`config.mk`:
```
export PLATFORM = sky130hd
export DESIGN_NAME = seg_carry_assembler
export DESIGN_NICKNAME = d
export VERILOG_FILES = /design/src/rtl/seg_carry_assembler.sv
export SDC_FILE = /design/constraint.sdc
export NUM_CORES = 1
export LEC_CHECK = 0
export ABC_AREA = 1
export CORE_MARGIN = 2
export CORE_UTILIZATION = 44
export CTS_CLUSTER_DIAMETER = 100
export DETAILED_ROUTE_END_ITERATION = 12
export PLACE_DENSITY_LB_ADDON = 0.12
export SYNTH_ARGS = -nofsm -noshare
export SYNTH_HDL_FRONTEND = slang
export SYNTH_SLANG_ARGS = --single-unit
```
`constraint.sdc`:
```
create_clock -name clk -period 2.3 [get_ports clk]
set_clock_uncertainty 0.2 [all_clocks]
set_input_delay 0.575 -clock clk [delete_from_list [all_inputs] [get_ports clk]]
set_output_delay 0.575 -clock clk [all_outputs]
set_load 0.02 [all_outputs]
```
`src/rtl/seg_carry_assembler.sv`:
```
// Gathers compressor-tree segment sums least-significant first, ripples the
// carry between segments and presents the finished product with a valid/ready handshake.
module seg_carry_assembler #(
    parameter int SEG_W   = 18,
    parameter int SEG_NUM = 8,
    parameter int GROW_W  = 5
) (
    input  logic                      clk,
    input  logic                      rst,
    input  logic                      flush,
    input  logic                      seg_valid,
    output logic                      seg_ready,
    input  logic [SEG_W+GROW_W-1:0]   seg_result,
    output logic                      prod_valid,
    input  logic                      prod_ready,
    output logic [SEG_W*SEG_NUM-1:0]  product,
    output logic                      prod_ovf
);

    localparam int RES_W = SEG_W + GROW_W;
    localparam int SUM_W = RES_W + 1;
    localparam int CAR_W = GROW_W + 1;
    localparam int IDX_W = (SEG_NUM > 1) ? $clog2(SEG_NUM) : 1;
    localparam logic [IDX_W-1:0] LAST_IDX = IDX_W'(SEG_NUM - 1);

    typedef enum logic {COLLECT, HOLD} state_t;

    state_t                     state_q, state_d;
    logic [IDX_W-1:0]           idx_q, idx_d;
    logic [CAR_W-1:0]           carry_q, carry_d;
    logic [SEG_W*SEG_NUM-1:0]   product_q, product_d;
    logic                       valid_q, valid_d;
    logic                       ovf_q, ovf_d;

    logic [SUM_W-1:0]           sum;
    logic                       accept;

    // The sum is one bit wider than a segment result so the incoming carry never truncates.
    assign sum       = {1'b0, seg_result} + {{(SUM_W-CAR_W){1'b0}}, carry_q};
    assign seg_ready = (state_q == COLLECT) && !rst;
    assign accept    = seg_valid && seg_ready && !flush;

    always_comb begin
        state_d   = state_q;
        idx_d     = idx_q;
        carry_d   = carry_q;
        product_d = product_q;
        valid_d   = valid_q;
        ovf_d     = ovf_q;

        if (flush) begin
            state_d = COLLECT;
            idx_d   = '0;
            carry_d = '0;
            valid_d = 1'b0;
            ovf_d   = 1'b0;
        end else if (state_q == HOLD) begin
            if (prod_ready) begin
                state_d = COLLECT;
                idx_d   = '0;
                carry_d = '0;
                valid_d = 1'b0;
                ovf_d   = 1'b0;
            end
        end else if (accept) begin
            for (int s = 0; s < SEG_NUM; s++) begin
                if (idx_q == IDX_W'(s)) begin
                    product_d[s*SEG_W +: SEG_W] = sum[SEG_W-1:0];
                end
            end
            carry_d = sum[SUM_W-1:SEG_W];
            if (idx_q == LAST_IDX) begin
                state_d = HOLD;
                valid_d = 1'b1;
                ovf_d   = |sum[SUM_W-1:SEG_W];
            end else begin
                idx_d = idx_q + IDX_W'(1);
            end
        end
    end

    always_ff @(posedge clk) begin
        if (rst) begin
            state_q   <= COLLECT;
            idx_q     <= '0;
            carry_q   <= '0;
            product_q <= '0;
            valid_q   <= 1'b0;
            ovf_q     <= 1'b0;
        end else begin
            state_q   <= state_d;
            idx_q     <= idx_d;
            carry_q   <= carry_d;
            product_q <= product_d;
            valid_q   <= valid_d;
            ovf_q     <= ovf_d;
        end
    end

    assign product    = product_q;
    assign prod_valid = valid_q;
    assign prod_ovf   = ovf_q;

endmodule
```
# --- Word level (Yosys, flattened, before mapping) ---
# Cells that the tools add are included.
# W data, S select, Z words.
word_totals:
  register_bits: 156
  output_inout_bits: 147
  wordCells: 65
op_classes:
  add_sub_neg: 2
  eq_ne: 9
  muxes: 18
  bitwise_logic: 2
  n_reduce_logical: 21
ops:
  columns: ["cell", "count"]
  rows:
  - ["$reduce_and A4 Y1", 8]
  - ["$add A23 B6 Y24", 1]
  - ["$mux W6", 3]
  - ["$eq A3 B3 Y1 const B", 4]
  - ["$mux W3", 4]
  - ["$mux W1", 11]
  - ["$eq A3 B2 Y1 const B", 2]
  - ["$reduce_and A3 Y1", 2]
  - ["$reduce_or A6 Y1", 1]
  - ["$ne A2 B2 Y1 const B", 2]
  - ["$reduce_bool A2 Y1", 2]
  - ["$add A3 B1 Y3 const B", 1]
  - ["$eq A3 B1 Y1 const B", 1]
  - ["$logic_and A1 B1 Y1", 3]
  - ["$logic_not A3 Y1", 1]
  - ["$logic_not A1 Y1", 2]
  - ["$not A1 Y1", 2]
  - ["$reduce_and A2 Y1", 1]
  - ["$reduce_or A2 Y1", 1]

# --- Longest topological paths before layout ---
depth:
  ltp_word: 6
  ltp_mapped: 14

# --- Worst setup path before layout ---
# No wires, ideal clock.
synth_path:
  path_type: "input port to flip-flop"
  from: "in seg_result[0]"
  to: "reg product_q[106] (netlist: product[106])"
  setup_time_ps: 109
  arrival_time_ps: 2113
  t_required_ps: 1991
  setup_slack_ps: -122
  cell_stages: 13
  path_cell_list: "ha_1 > inv_1 > fa_1 > inv_1 > nand3_1 > nand3_1 > nand2_1 > nand2_1 > nand2_1 > o21ai_2 > nand3_1 > nand2_1 > inv_1"
synth_between:
  elab_chain_cells: 1
synth_rtl:
  columns: ["element", "line_no", "rtl"]
  rows:
  - ["from (decl)", "13", "input logic [SEG_W+GROW_W-1:0] seg_result,"]
  - ["$add A23 B6 Y24", "39", "assign sum = {1'b0, seg_result} + {{(SUM_W-CAR_W){1'b0}}, carry_q};"]
  - ["to (signal assigned)", "94", "product_q <= product_d;"]
  - ["to (decl)", "31", "logic [SEG_W*SEG_NUM-1:0] product_q, product_d;"]
# No other way between the ends.
# A chain may end at the register's enable or synchronous reset.

# --- Worst setup path in the final report ---
layout_path:
  from: "reg product_q[140] (netlist: product[140])"
  to: "out product[140]"
layout_lines:
  columns: ["element", "line_no", "rtl"]
  rows:
  - ["to (decl)", "16", "output logic [SEG_W*SEG_NUM-1:0] product,"]
# No word-level cell between the ends.

==> impl_metrics.tcl <==
set metrics [dict create \
    outcome "completed" \
    cap_viol_max_count 0 \
    period_needed_ns 2.20 \
    busiest_layer "met2" \
    synthesis.nets 943 \
    clockRootBuffer "clkbuf_16" \
    gr-usage-met2 0.409 \
    cp_slowest_cell "clkdlybuf4s50_1" \
    rr_startpoint "carry_q[0]" \
    clock_latency_ns 0.43 \
    dr.pass1.iters 5 \
    drive_gt1_frac 0.172 \
    grt_pass1_wl_um 32000 \
    ios 175 \
    path_class "reg2out" \
    slew_violations 0 \
    worstPathArrival_ns 1.43 \
    drtAntennaViolNets 0 \
    critPathLaunch "product[140]" \
    initial_core_util 0.447 \
    grt_usage 0.253 \
    syn_avg_cell_area_um2 7.49 \
    ys_seq_elements 156 \
    syn_inst 902 \
    max_slew_margin 0.640 \
    async_flop_share 0 \
    tightest_slew_ns 0.540 \
    cts_buffers 17 \
    critPathBufInv 1 \
    htreeDepth 4 \
    cts_tree "yes" \
    drt-initial-drc-count 519 \
    start_kind "register" \
    min_from "product[73]" \
    placed_cells 1325 \
    rows 45 \
    via_per_inst 4.91 \
    routed_wl_um 20500 \
    finalSetupViolations 0 \
    synth_area_um2 6750 \
    post-dp-hpwl_um 14800 \
    hold_violations 0 \
    use_met3 0.0518 \
    ys_warn_count 0 \
    power_density_nw_per_um2 586 \
    stdcell_count 1365 \
    clockBufferDepth 2 \
    fmax_mhz 454 \
    worst_ir_drop_vdd_mv 0.485 \
    critPathMaxFanout 2 \
    fillers 1262 \
    cts_sinks 156 \
    num_vias 6708 \
    fin_nets 1205 \
    drt_drc_violations_left 0 \
    gp_congestion 0.881 \
    die_area_um2 16400 \
    ys_seq_area_frac 0.463 \
    finalCritPeriodShare 0.957 \
    crit_required_ns 1.52 \
    ys.flop_type "dfxtp_1" \
    yosys.cell_types.count 38 \
    grt_antenna_before_repair 0 \
    use_met1 0.332 \
    grt_max_degree 72 \
    path_cells "clkdlybuf4s50_1" \
    io_buffers 174 \
    clk_pin_slew_ns 0.06 \
    min_path_type "reg2reg" \
    die_x_um 128 \
    rsz0062_at_grt "no" \
    coreArea_um2 15100 \
    fin_setup_tns_ns 0 \
    leakagePower_uw 0.00499 \
    fp.dieH_um 128 \
    worst_path_largest_cell_delay_ns 0.67 \
    synthToLayoutAreaGrowth_pct 52.8 \
    overflow 0 \
    grt_pass1_vias 6220 \
    cpLargestDelayFamily "buffers and inverters" \
    cp-end-kind "output port" \
    wl_per_cell_um 15.0 \
    synth_edf_count 0 \
    n_antenna_cell 0 \
]
registers in the layout, indices dropped and copies added, names as in the netlist:
| register | count |
|---|---|
| product | 144 |
| idx_q | 3 |
| prod_valid | 1 |
| prod_ovf | 1 |
| carry_q | 6 |
| state_q | 1 |
cell usage after synthesis (3+ instances only):
master    instances  area share
dfxtp_1         156        0.46
inv_1           148       0.082
nor2_1          136       0.076
o21ai_0         107       0.079
nand2_1         102       0.057
a21oi_1          45       0.033
o21bai_1         40       0.044
nand3_1          32       0.024
clkbuf_1         22       0.012
o21ai_1          22       0.016
ha_1             12       0.022
buf_2            11      0.0082
o21a_1            9       0.010
xor2_1            9       0.012
o211ai_1          7      0.0078
inv_2             6      0.0033
buf_4             4      0.0044
nor3_2            4      0.0059
xnor2_1           4      0.0052
buf_1             3      0.0017
power breakdown:
part | switching [uW] | leakage (uW) | internal (uW)
clock | 1150 | 0.000290 | 1660
combinational | 277 | 0.00345 | 228
sequential | 12.6 | 0.00126 | 2720
total | 1440 | 0.00499 | 4610
final timing paths:
path / endpoint / slack [ns] / depth (start not counted)
setup / recovery: product[140] / 0.1 / 1
hold / removal: product[73] / 0.26 / 1
hold reg to reg: product[73] / 0.26 / 1
setup reg to reg: product[14] / 0.12 / 13
layout make-up:
type	instances	area (um2)	share of cell area
flip-flops and latches	156	3120	0.303
multi-input cells	548	3060	0.297
repair buffers	286	2720	0.264
inverters	155	582	0.0564
clock buffers	19	453	0.0439
well taps	188	235	0.0228
clock inverters	13	139	0.0135
what timing repair did:
item / 4_1_cts / 5_1_grt
gates resized for setup: 50 / 13
hold buffers: 0 / 0
endpoints found under the hold margin: 0 / 0
pin swaps: 13 / 3
setup endpoints to repair: 88 / 106
setup buffers: 4 / 6
cell usage in the layout, fill, tap and decap left out, drive strengths merged:
cell type      count
a211oi             2
a21oi             45
a31oi              1
buf              113
bufinv             2
clkbuf            19
clkdlybuf4s50    164
clkinv             7
clkinvlp           2
dfxtp            156
dlygate4sd2        6
dlymetal6s2s       3
fa                 1
ha                12
inv              157
nand2            102
nand3             33
nand3b             2
nand4              4
nor2             138
nor3               6
o211ai             7
o21a               9
o21ai            130
o21bai            40
o22ai              1
o31ai              1
xnor2              5
xor2               9
metrics by stage:
step | hold WS, ns | cell area, um2 | setup slack (ns) | util | total power (uW)
floorplan | 0.248 | 6780 | 0.0107 | - | 2990
global placement | 0.247 | 9440 | -0.724 | 0.625 | 3270
CTS | 0.268 | 10200 | 0.00632 | 0.678 | 6060
global route | 0.296 | 10300 | 0.00151 | 0.684 | 6250
detailed placement | 0.254 | 9440 | -0.713 | 0.625 | 3270
finish | 0.264 | 10300 | 0.0988 | 0.684 | 6050
per-layer routing:
metal | part of all wire | up-vias | routed length (um)
met3 | 0.050 | 26 | 1030
met4 | 0.018 | 0 | 369
li1 | - | 3379 | -
met2 | 0.48 | 204 | 9750
met5 | 0 | - | 0
met1 | 0.46 | 3099 | 9320
worst reg2reg max path, stage by stage (launching register included):
cell and delay [ns]:
dfxtp_2 0.34, ha_2 0.18, inv_2 0.04, fa_2 0.35, inv_2 0.08, nand3_2 0.06, nand3_2 0.08, nand2_2 0.07
nand2_4 0.08, nand2_4 0.07, xnor2_4 0.16, buf_4 0.17, o21bai_1 0.12, inv_1 0.05
cells by family (layout without fill, tap and decap cells):
family	after synthesis	in the layout	share of synthesized area
AND/OR/NAND/NOR	285	285	0.178
AO/OA/AOI/OAI	236	236	0.198
adder cells (fa/ha/maj)	13	13	0.0252
XOR/XNOR	14	14	0.0193
flip-flops	156	156	0.463
buffers and inverters	198	473	0.117
Power figures use the tool's default switching activity.
